[src/rtl/sdram_pkg.sv]
// -----------------------------------------------------------------------------
// sdram_pkg
// Shared types and constants for the SDRAM controller and its initiators.
//   sdram_cmd_t          : one controller command (word address, direction,
//                          auto-precharge request)
//   WRITE_CMD / READ_CMD : encodings of sdram_cmd_t.rw
//   burst_master_state_t : state encoding of sdram_burst_master
//   burst_align_mask()   : low address bits that must be zero for an address
//                          to sit on a burst boundary
// -----------------------------------------------------------------------------
package sdram_pkg;

   localparam int SDRAM_ADDR_WIDTH = 24;

   localparam logic WRITE_CMD = 1'b1;
   localparam logic READ_CMD  = 1'b0;

   typedef struct packed {
      logic [SDRAM_ADDR_WIDTH-1:0] addr;
      logic                        rw;
      logic                        auto_precharge_en;
   } sdram_cmd_t;

   typedef enum logic [2:0] {
      IDLE,
      ISSUE,
      WRITE_DATA,
      READ_DATA,
      DONE
   } burst_master_state_t;

   // BURST_LEN is a power of two, so the misalignment bits are BURST_LEN-1.
   function automatic logic [SDRAM_ADDR_WIDTH-1:0] burst_align_mask(input int unsigned burst_len);
      return SDRAM_ADDR_WIDTH'(burst_len - 1);
   endfunction

endpackage

[src/rtl/sdram_burst_addr_gen.sv]
// -----------------------------------------------------------------------------
// sdram_burst_addr_gen
// Address / burst / beat bookkeeping for sdram_burst_master.
//   clk, rstn     : clock, synchronous active-low reset
//   load          : capture load_addr and load_bursts for a new job
//   load_addr     : burst-aligned start word address
//   load_bursts   : number of bursts in the job
//   burst_start   : a command was accepted, rearm the beat counter
//   step          : one data beat transferred
//   next_addr     : address of the burst following the current one
//   last_beat     : current beat is the last of its burst
//   last_burst    : current burst is the last of the job
// -----------------------------------------------------------------------------
module sdram_burst_addr_gen #(
   parameter int ADDR_WIDTH = 24,
   parameter int BURST_LEN  = 8,
   parameter int MAX_BURSTS = 256
) (
   input  logic                               clk,
   input  logic                               rstn,
   input  logic                               load,
   input  logic [ADDR_WIDTH-1:0]              load_addr,
   input  logic [$clog2(MAX_BURSTS+1)-1:0]    load_bursts,
   input  logic                               burst_start,
   input  logic                               step,
   output logic [ADDR_WIDTH-1:0]              next_addr,
   output logic                               last_beat,
   output logic                               last_burst
);

   localparam int BW = $clog2(MAX_BURSTS+1);
   localparam int CW = (BURST_LEN > 1) ? $clog2(BURST_LEN) : 1;

   logic [ADDR_WIDTH-1:0] addr;
   logic [BW-1:0]         bursts_left;
   logic [CW-1:0]         beat_cnt;

   // The address wraps naturally at 2^ADDR_WIDTH.
   assign next_addr  = addr + ADDR_WIDTH'(BURST_LEN);
   assign last_beat  = (beat_cnt == '0);
   assign last_burst = (bursts_left == BW'(1));

   // beat_cnt counts down the remaining beats of the current burst; on the
   // last beat the burst is retired by advancing the address and the burst
   // count. The counter itself wraps back to BURST_LEN-1, although the next
   // command acceptance rearms it anyway.
   always_ff @(posedge clk) begin
      if (!rstn) begin
         addr        <= '0;
         bursts_left <= '0;
         beat_cnt    <= '0;
      end else begin
         if (load) begin
            addr        <= load_addr;
            bursts_left <= load_bursts;
         end
         if (burst_start) begin
            beat_cnt <= CW'(BURST_LEN - 1);
         end else if (step) begin
            beat_cnt <= beat_cnt - 1'b1;
            if (beat_cnt == '0) begin
               addr        <= next_addr;
               bursts_left <= bursts_left - 1'b1;
            end
         end
      end
   end

endmodule

[src/rtl/sdram_burst_master.sv]
// -----------------------------------------------------------------------------
// sdram_burst_master
// Turns one linear transfer job into a series of BURST_LEN-word commands for
// the SDRAM controller and streams the data words between the client and the
// controller.
//   clk, rstn                 : clock, synchronous active-low reset
//   job_valid/ready/write/
//   addr/bursts               : job request (start address must be
//                               BURST_LEN aligned, 1..MAX_BURSTS bursts)
//   job_done, job_error       : one-cycle completion / error pulses
//   busy                      : a job is in progress
//   cmd_valid/ready/data      : controller command port
//   wdata_valid/data/dqm/ready: controller write-data port
//   resp_valid/last/data/ready: controller read-response port
//   src_valid/data/ready      : write source stream
//   dst_valid/data/last/ready : read sink stream (sink must not stall)
// -----------------------------------------------------------------------------
module sdram_burst_master
   import sdram_pkg::*;
#(
   parameter int ADDR_WIDTH     = 24,
   parameter int DATA_WIDTH     = 16,
   parameter int BURST_LEN      = 8,
   parameter int MAX_BURSTS     = 256,
   parameter int AUTO_PRECHARGE = 1
) (
   input  logic                            clk,
   input  logic                            rstn,
   input  logic                            job_valid,
   output logic                            job_ready,
   input  logic                            job_write,
   input  logic [ADDR_WIDTH-1:0]           job_addr,
   input  logic [$clog2(MAX_BURSTS+1)-1:0] job_bursts,
   output logic                            job_done,
   output logic                            job_error,
   output logic                            busy,
   output logic                            cmd_valid,
   input  logic                            cmd_ready,
   output sdram_cmd_t                      cmd_data,
   output logic                            wdata_valid,
   output logic [DATA_WIDTH-1:0]           wdata,
   output logic [1:0]                      wdata_dqm,
   input  logic                            wdata_ready,
   input  logic                            resp_valid,
   input  logic                            resp_last,
   input  logic [DATA_WIDTH-1:0]           resp_data,
   output logic                            resp_ready,
   input  logic                            src_valid,
   input  logic [DATA_WIDTH-1:0]           src_data,
   output logic                            src_ready,
   output logic                            dst_valid,
   output logic [DATA_WIDTH-1:0]           dst_data,
   output logic                            dst_last,
   input  logic                            dst_ready
);

   localparam int                    BW           = $clog2(MAX_BURSTS+1);
   localparam logic [ADDR_WIDTH-1:0] ALIGN_MASK   = ADDR_WIDTH'(burst_align_mask(BURST_LEN));
   localparam logic [BW-1:0]         MAX_BURSTS_W = BW'(MAX_BURSTS);
   localparam logic                  AP_BIT       = (AUTO_PRECHARGE != 0);

   burst_master_state_t   state;
   logic                  job_ok;
   logic                  accept;
   logic                  burst_start;
   logic                  write_beat;
   logic                  read_beat;
   logic                  step;
   logic [ADDR_WIDTH-1:0] next_addr;
   logic                  last_beat;
   logic                  last_burst;

   // Job legality and the per-cycle transfer events that drive both the
   // FSM and the address generator.
   always_comb begin
      job_ok      = ((job_addr & ALIGN_MASK) == '0) &&
                    (job_bursts != '0) &&
                    (job_bursts <= MAX_BURSTS_W);
      accept      = (state == IDLE) && job_ready && job_valid && job_ok;
      burst_start = (state == ISSUE) && cmd_valid && cmd_ready;
      write_beat  = (state == WRITE_DATA) && src_valid && wdata_ready;
      read_beat   = (state == READ_DATA) && resp_valid;
      step        = write_beat || read_beat;
   end

   // Data paths are pure pass-through gated by the state so no latency is
   // added. Read beats are counted on resp_valid alone because the
   // controller cannot be back-pressured; the sink is required to keep
   // dst_ready high while reading.
   always_comb begin
      wdata_valid = (state == WRITE_DATA) && src_valid;
      wdata       = src_data;
      wdata_dqm   = 2'b00;
      src_ready   = (state == WRITE_DATA) && wdata_ready;
      dst_valid   = (state == READ_DATA) && resp_valid;
      dst_data    = resp_data;
      resp_ready  = (state == READ_DATA) && dst_ready;
      dst_last    = read_beat && last_beat && last_burst;
   end

   sdram_burst_addr_gen #(
      .ADDR_WIDTH (ADDR_WIDTH),
      .BURST_LEN  (BURST_LEN),
      .MAX_BURSTS (MAX_BURSTS)
   ) u_addr_gen (
      .clk         (clk),
      .rstn        (rstn),
      .load        (accept),
      .load_addr   (job_addr),
      .load_bursts (job_bursts),
      .burst_start (burst_start),
      .step        (step),
      .next_addr   (next_addr),
      .last_beat   (last_beat),
      .last_burst  (last_burst)
   );

   // Job sequencing. cmd_data doubles as the latched job direction, and its
   // address is reloaded from the address generator's lookahead so the next
   // command is ready the same cycle ISSUE is re-entered. job_done and
   // job_error are single-cycle pulses cleared by default every cycle.
   always_ff @(posedge clk) begin
      if (!rstn) begin
         state     <= IDLE;
         job_ready <= 1'b0;
         busy      <= 1'b0;
         job_done  <= 1'b0;
         job_error <= 1'b0;
         cmd_valid <= 1'b0;
         cmd_data  <= '0;
      end else begin
         job_done  <= 1'b0;
         job_error <= 1'b0;
         case (state)
            IDLE: begin
               job_ready <= 1'b1;
               if (job_valid && job_ready) begin
                  if (!job_ok) begin
                     job_error <= 1'b1;
                  end else begin
                     job_ready <= 1'b0;
                     busy      <= 1'b1;
                     cmd_valid <= 1'b1;
                     cmd_data  <= '{addr:              SDRAM_ADDR_WIDTH'(job_addr),
                                    rw:                job_write ? WRITE_CMD : READ_CMD,
                                    auto_precharge_en: AP_BIT};
                     state     <= ISSUE;
                  end
               end
            end
            ISSUE: begin
               if (cmd_ready) begin
                  cmd_valid <= 1'b0;
                  state     <= (cmd_data.rw == WRITE_CMD) ? WRITE_DATA : READ_DATA;
               end
            end
            WRITE_DATA: begin
               if (write_beat && last_beat) begin
                  if (last_burst) begin
                     job_done <= 1'b1;
                     state    <= DONE;
                  end else begin
                     cmd_valid     <= 1'b1;
                     cmd_data.addr <= SDRAM_ADDR_WIDTH'(next_addr);
                     state         <= ISSUE;
                  end
               end
            end
            READ_DATA: begin
               if (read_beat) begin
                  if (resp_last != last_beat) begin
                     job_error <= 1'b1;
                  end
                  if (last_beat) begin
                     if (last_burst) begin
                        job_done <= 1'b1;
                        state    <= DONE;
                     end else begin
                        cmd_valid     <= 1'b1;
                        cmd_data.addr <= SDRAM_ADDR_WIDTH'(next_addr);
                        state         <= ISSUE;
                     end
                  end
               end
            end
            DONE: begin
               busy      <= 1'b0;
               job_ready <= 1'b1;
               state     <= IDLE;
            end
            default: begin
               state <= IDLE;
            end
         endcase
      end
   end

endmodule

[config.mk]
export PLATFORM = sky130hd
export DESIGN_NAME = sdram_burst_master
export DESIGN_NICKNAME = d
export VERILOG_FILES = /design/src/rtl/sdram_pkg.sv /design/src/rtl/sdram_burst_addr_gen.sv /design/src/rtl/sdram_burst_master.sv
export SDC_FILE = /design/constraint.sdc
export NUM_CORES = 1
export LEC_CHECK = 0
export BUFFER_PORTS_ARGS = -buffer_cell sky130_fd_sc_hd__buf_2
export CAP_MARGIN = 20
export CORE_ASPECT_RATIO = 1.4
export CORE_MARGIN = 1.5
export CORE_UTILIZATION = 45
export CTS_BUF_LIST = sky130_fd_sc_hd__clkbuf_4 sky130_fd_sc_hd__clkbuf_8
export CTS_CLUSTER_SIZE = 30
export DETAILED_ROUTE_END_ITERATION = 16
export PLACE_DENSITY = 0.76
export SYNTH_ARGS = -nofsm -noshare
export SYNTH_HDL_FRONTEND = slang
export SYNTH_HIERARCHICAL = 1
export SYNTH_SLANG_ARGS = --single-unit
export TNS_END_PERCENT = 5
[constraint.sdc]
create_clock -name clk -period 3.6 [get_ports clk]
set_input_delay 0.54 -clock clk [delete_from_list [all_inputs] [get_ports clk]]
set_output_delay 0.54 -clock clk [all_outputs]
set_load 0.02 [all_outputs]
==> results by group <==
Run status
  – Status: finished clean

Placement
  – PortBufs: around 80
  – Worst slack, placed: 0.4923 ns
  – Number of placed instances, taps included: between 600 and 700
  – Post-detail-place hpwl: 8631 µm
  – RD Place Congestion: approximately 0.88

Clock tree
  – Post-CTS sizing: 0
  – # H-tree levels: 3
  – Clock tree from TritonCTS: done
  – Post-CTS setup buffer count: 0
  – Worst skew pair latency: 0.35 ns
  – Clk sink count: 70
  – Post-CTS Hold Buffers: 0
  – Clock transition at the registers of the reported paths: 0.08 ns
  – Clock Tree Root: clkbuf_8
  – Cts bufs inserted: 9
  – Clk buf depth: 2

Critical path
  – Setup crit end kind: flop
  – CP Buf/Inv Count: 1
  – Worst setup path endpoint: u_addr_gen/addr[10]
  – CP max stage delay: 0.80 ns
  – CP delay by family, top: simple AND/OR/NAND/NOR gates
  – Levels on crit path: 7
  – R2R setup slack: 0.70 ns
  – Kind of start point of the critical path: flop
  – Setup crit start: state[0]
  – R2R Path Start: state[0]
  – CP max stage cell: nor4bb_4
  – CP dominant cell by count: a21oi_1
  – R2R cell count: 7
  – Crit-path max FO: 14
  – Crit path cell chain: nand2_1, a21oi_1, nor4bb_4, nor2_1, buf_4, a21oi_1, a31oi_1
  – Critical path arrival: 3.12 ns
  – Reg2reg end: u_addr_gen/addr[10]
  – Critical path class: reg2reg
  – CP required: around 3.8 ns

Logic synthesis
  – Most common flop cell mapped by yosys: dfxtp_1
  – Sequential area share after synthesis: between 30% and 40%
  – Mapped cell area: 4384 µm²
  – Cell count after synthesis: 546
  – Avg Inst Size Synth: 8.030 µm²
  – Post-synth EDFFs: 0
  – Synth cell types: 56
  – Synthesized flop and latch total: 70
  – FFs w/ async S/R, synth: 0%
  – Total number of yosys warnings: 6

Pwr
  – Clk network pwr share: 32.3%
  – Switching Power: 0.6320 mW
  – Peak VDD IR: 0.1821 mV
  – Combinational share of power: 23.0%
  – Register share of total power: between 40% and 50%
  – Cell Pwr Density: 415.5 nW/µm²
  – Switching share of total power: between 30% and 40%
  – Total Power: 1.978 mW
  – Internal power: 1.346 mW
  – Pleak: around 1.8 nW

Layout
  – Final nets: approximately 650
  – Layout cells sized above 1: 22.94%
  – Non-filler cells, final: 681
  – Commonest non-fill, non-tap cell in the layout: buf_2
  – Post-layout util: approximately 50%
  – Area delta synth->final: 8.562%
  – Filler Cell Count: 926
  – N_diodes: 0
  – Most frequent cells in the layout: buf_2, dfxtp_1, nand2_1, a21oi_1, nor2_1

Detailed routing
  – Via count: 4249
  – Antenna-violating nets left: 0
  – First-pass DRT Iterations: 7
  – Total wire length: 11900 µm
  – Wirelength per Cell: 17.48 µm
  – DR iter-0 viols: 363
  – DRC Markers: 0
  – Drt via density: 6.239

Floorplanning
  – Die X: 86.42 µm
  – Die Area: 10350 µm²
  – I/O Pins: 145
  – Row count: between 40 and 50
  – Core ar.: 9459 µm²
  – Die Y: 119.8 µm
  – Starting Density: 46.35%

Timing
  – Final setup viols: 0
  – Period utilization: about four fifths
  – Highest Clock Rate: approximately 340 MHz
  – RSZ-0062 raised after global routing: no
  – Final Hold Violating Endpoints: 0
  – Setup_tns: 0 ns
  – Max-slew violation count: 0
  – Minimum clock period after layout: 2.901 ns
  – Max-slew headroom: a little under half
  – Clk_skew: 0.01191 ns
  – Final worst slack: 0.6992 ns
  – Worst-Margin Slew: 0.7978 ns

Flow run
  – Max_cap viols: 0

GRT
  – Vias in the first global route: 3834
  – First-pass GRT wire length: 18980 µm
  – Largest net degree at the start of global routing: 43
  – Gr ovfl total: 0
  – Total track usage: between 20 and 25%
  – Initial antenna violation count: 0

Worst hold path
  – HP Class: in2reg
-- worst min path at each step --
| stage | cells past startpoint | slack (ns) | to | from |
|---|---|---|---|---|
| 3_3_place_gp | 2 | 0.45 | cmd_data[3] | cmd_data[3] |
| 3_5_place_dp | 2 | 0.45 | u_addr_gen/addr[2] | u_addr_gen/addr[2] |
| 4_1_cts | 2 | 0.40 | cmd_valid | cmd_ready |
| 6_report | 2 | 0.41 | cmd_valid | cmd_ready |
| 5_1_grt | 2 | 0.41 | cmd_valid | cmd_ready |
| 2_1_floorplan | 1 | 0.43 | u_addr_gen/bursts_left[5] | u_addr_gen/bursts_left[5] |
-- kinds of logic after synthesis --
| group | after synthesis | share of synthesized area, % |
|---|---|---|
| simple gates | 203 | 24.20 |
| xor+xnor | 21 | 4.195 |
| fa+ha+maj | 5 | 1.427 |
| buf+inv | 91 | 11.56 |
| other cells | 1 | 0.08553 |
| flops | 70 | 31.96 |
| compound gates | 142 | 23.49 |
| mux | 13 | 3.082 |
-- area by class of cell --
cell class                      instances  area (µm²)  area share [%]
Timing Repair Buffer                   88       485.5           10.20
Sequential cell                        70        1401           29.44
Clock inverter                          4       47.55          0.9989
Multi-Input combinational cell        386        2500           52.52
Tap cell                              110       137.6           2.892
Clock buffer                           12       146.4           3.076
Inverter                               11       41.29          0.8675
-- per-layer routing --
metal / vias up / wire length (µm) / track usage (%)
li1: 2007 / - / -
met1: 2021 / 5030 / 29.43
met2: 183 / 5681 / 36.47
met3: 38 / 833 / 4.470
met4: 0 / 357 / 11.90
met5: - / 0 / 0
-- cell usage after synthesis (5+ instances only) --
cell / n / share of area (%)
nand2_1: 57 / 4.9
inv_1: 10 / 0.86
nor2_1: 27 / 2.3
a211oi_1: 12 / 2.1
ha_1: 5 / 1.4
and3_1: 15 / 2.1
o21ai_0: 21 / 2.4
nor4_1: 7 / 1.0
a31oi_1: 10 / 1.4
a21oi_1: 50 / 5.7
a311oi_1: 7 / 1.4
xor2_1: 11 / 2.2
xnor2_1: 10 / 2.0
a311oi_2: 17 / 5.8
or3_1: 6 / 0.86
nor2b_1: 6 / 0.86
buf_4: 37 / 6.3
nor3_1: 10 / 1.1
dfxtp_1: 70 / 32
nand3_1: 22 / 2.5
mux2i_1: 9 / 2.1
nand4_1: 24 / 3.4
clkbuf_1: 35 / 3.0
-- metrics by stage --
step                      hold slack, ns  instance area [µm²]
final                             0.4125                 4760
after floorplan                   0.4337                 4388
after global placement            0.4454                 4531
after detailed placement          0.4493                 4531
after CTS                         0.3982                 4725
after global routing              0.4136                 4760
-- state kept, by name, indices dropped and copies added (netlist names), 3 cells and up --
signal and flops:
u_addr_gen/beat_cnt 3, state 3, u_addr_gen/bursts_left 9, u_addr_gen/addr 24, cmd_data 26
-- power by group through the flow --
stage	clock [mW]	sequential (mW)	combinational [mW]
final	0.639	0.883	0.455
after global placement	0	0.898	0.437
after floorplan	0	0.947	0.324
after detailed placement	0	0.900	0.448
after CTS	0.648	0.882	0.449
after global routing	0.689	0.890	0.494
Note: power is estimated with default switching activity, not from simulation.
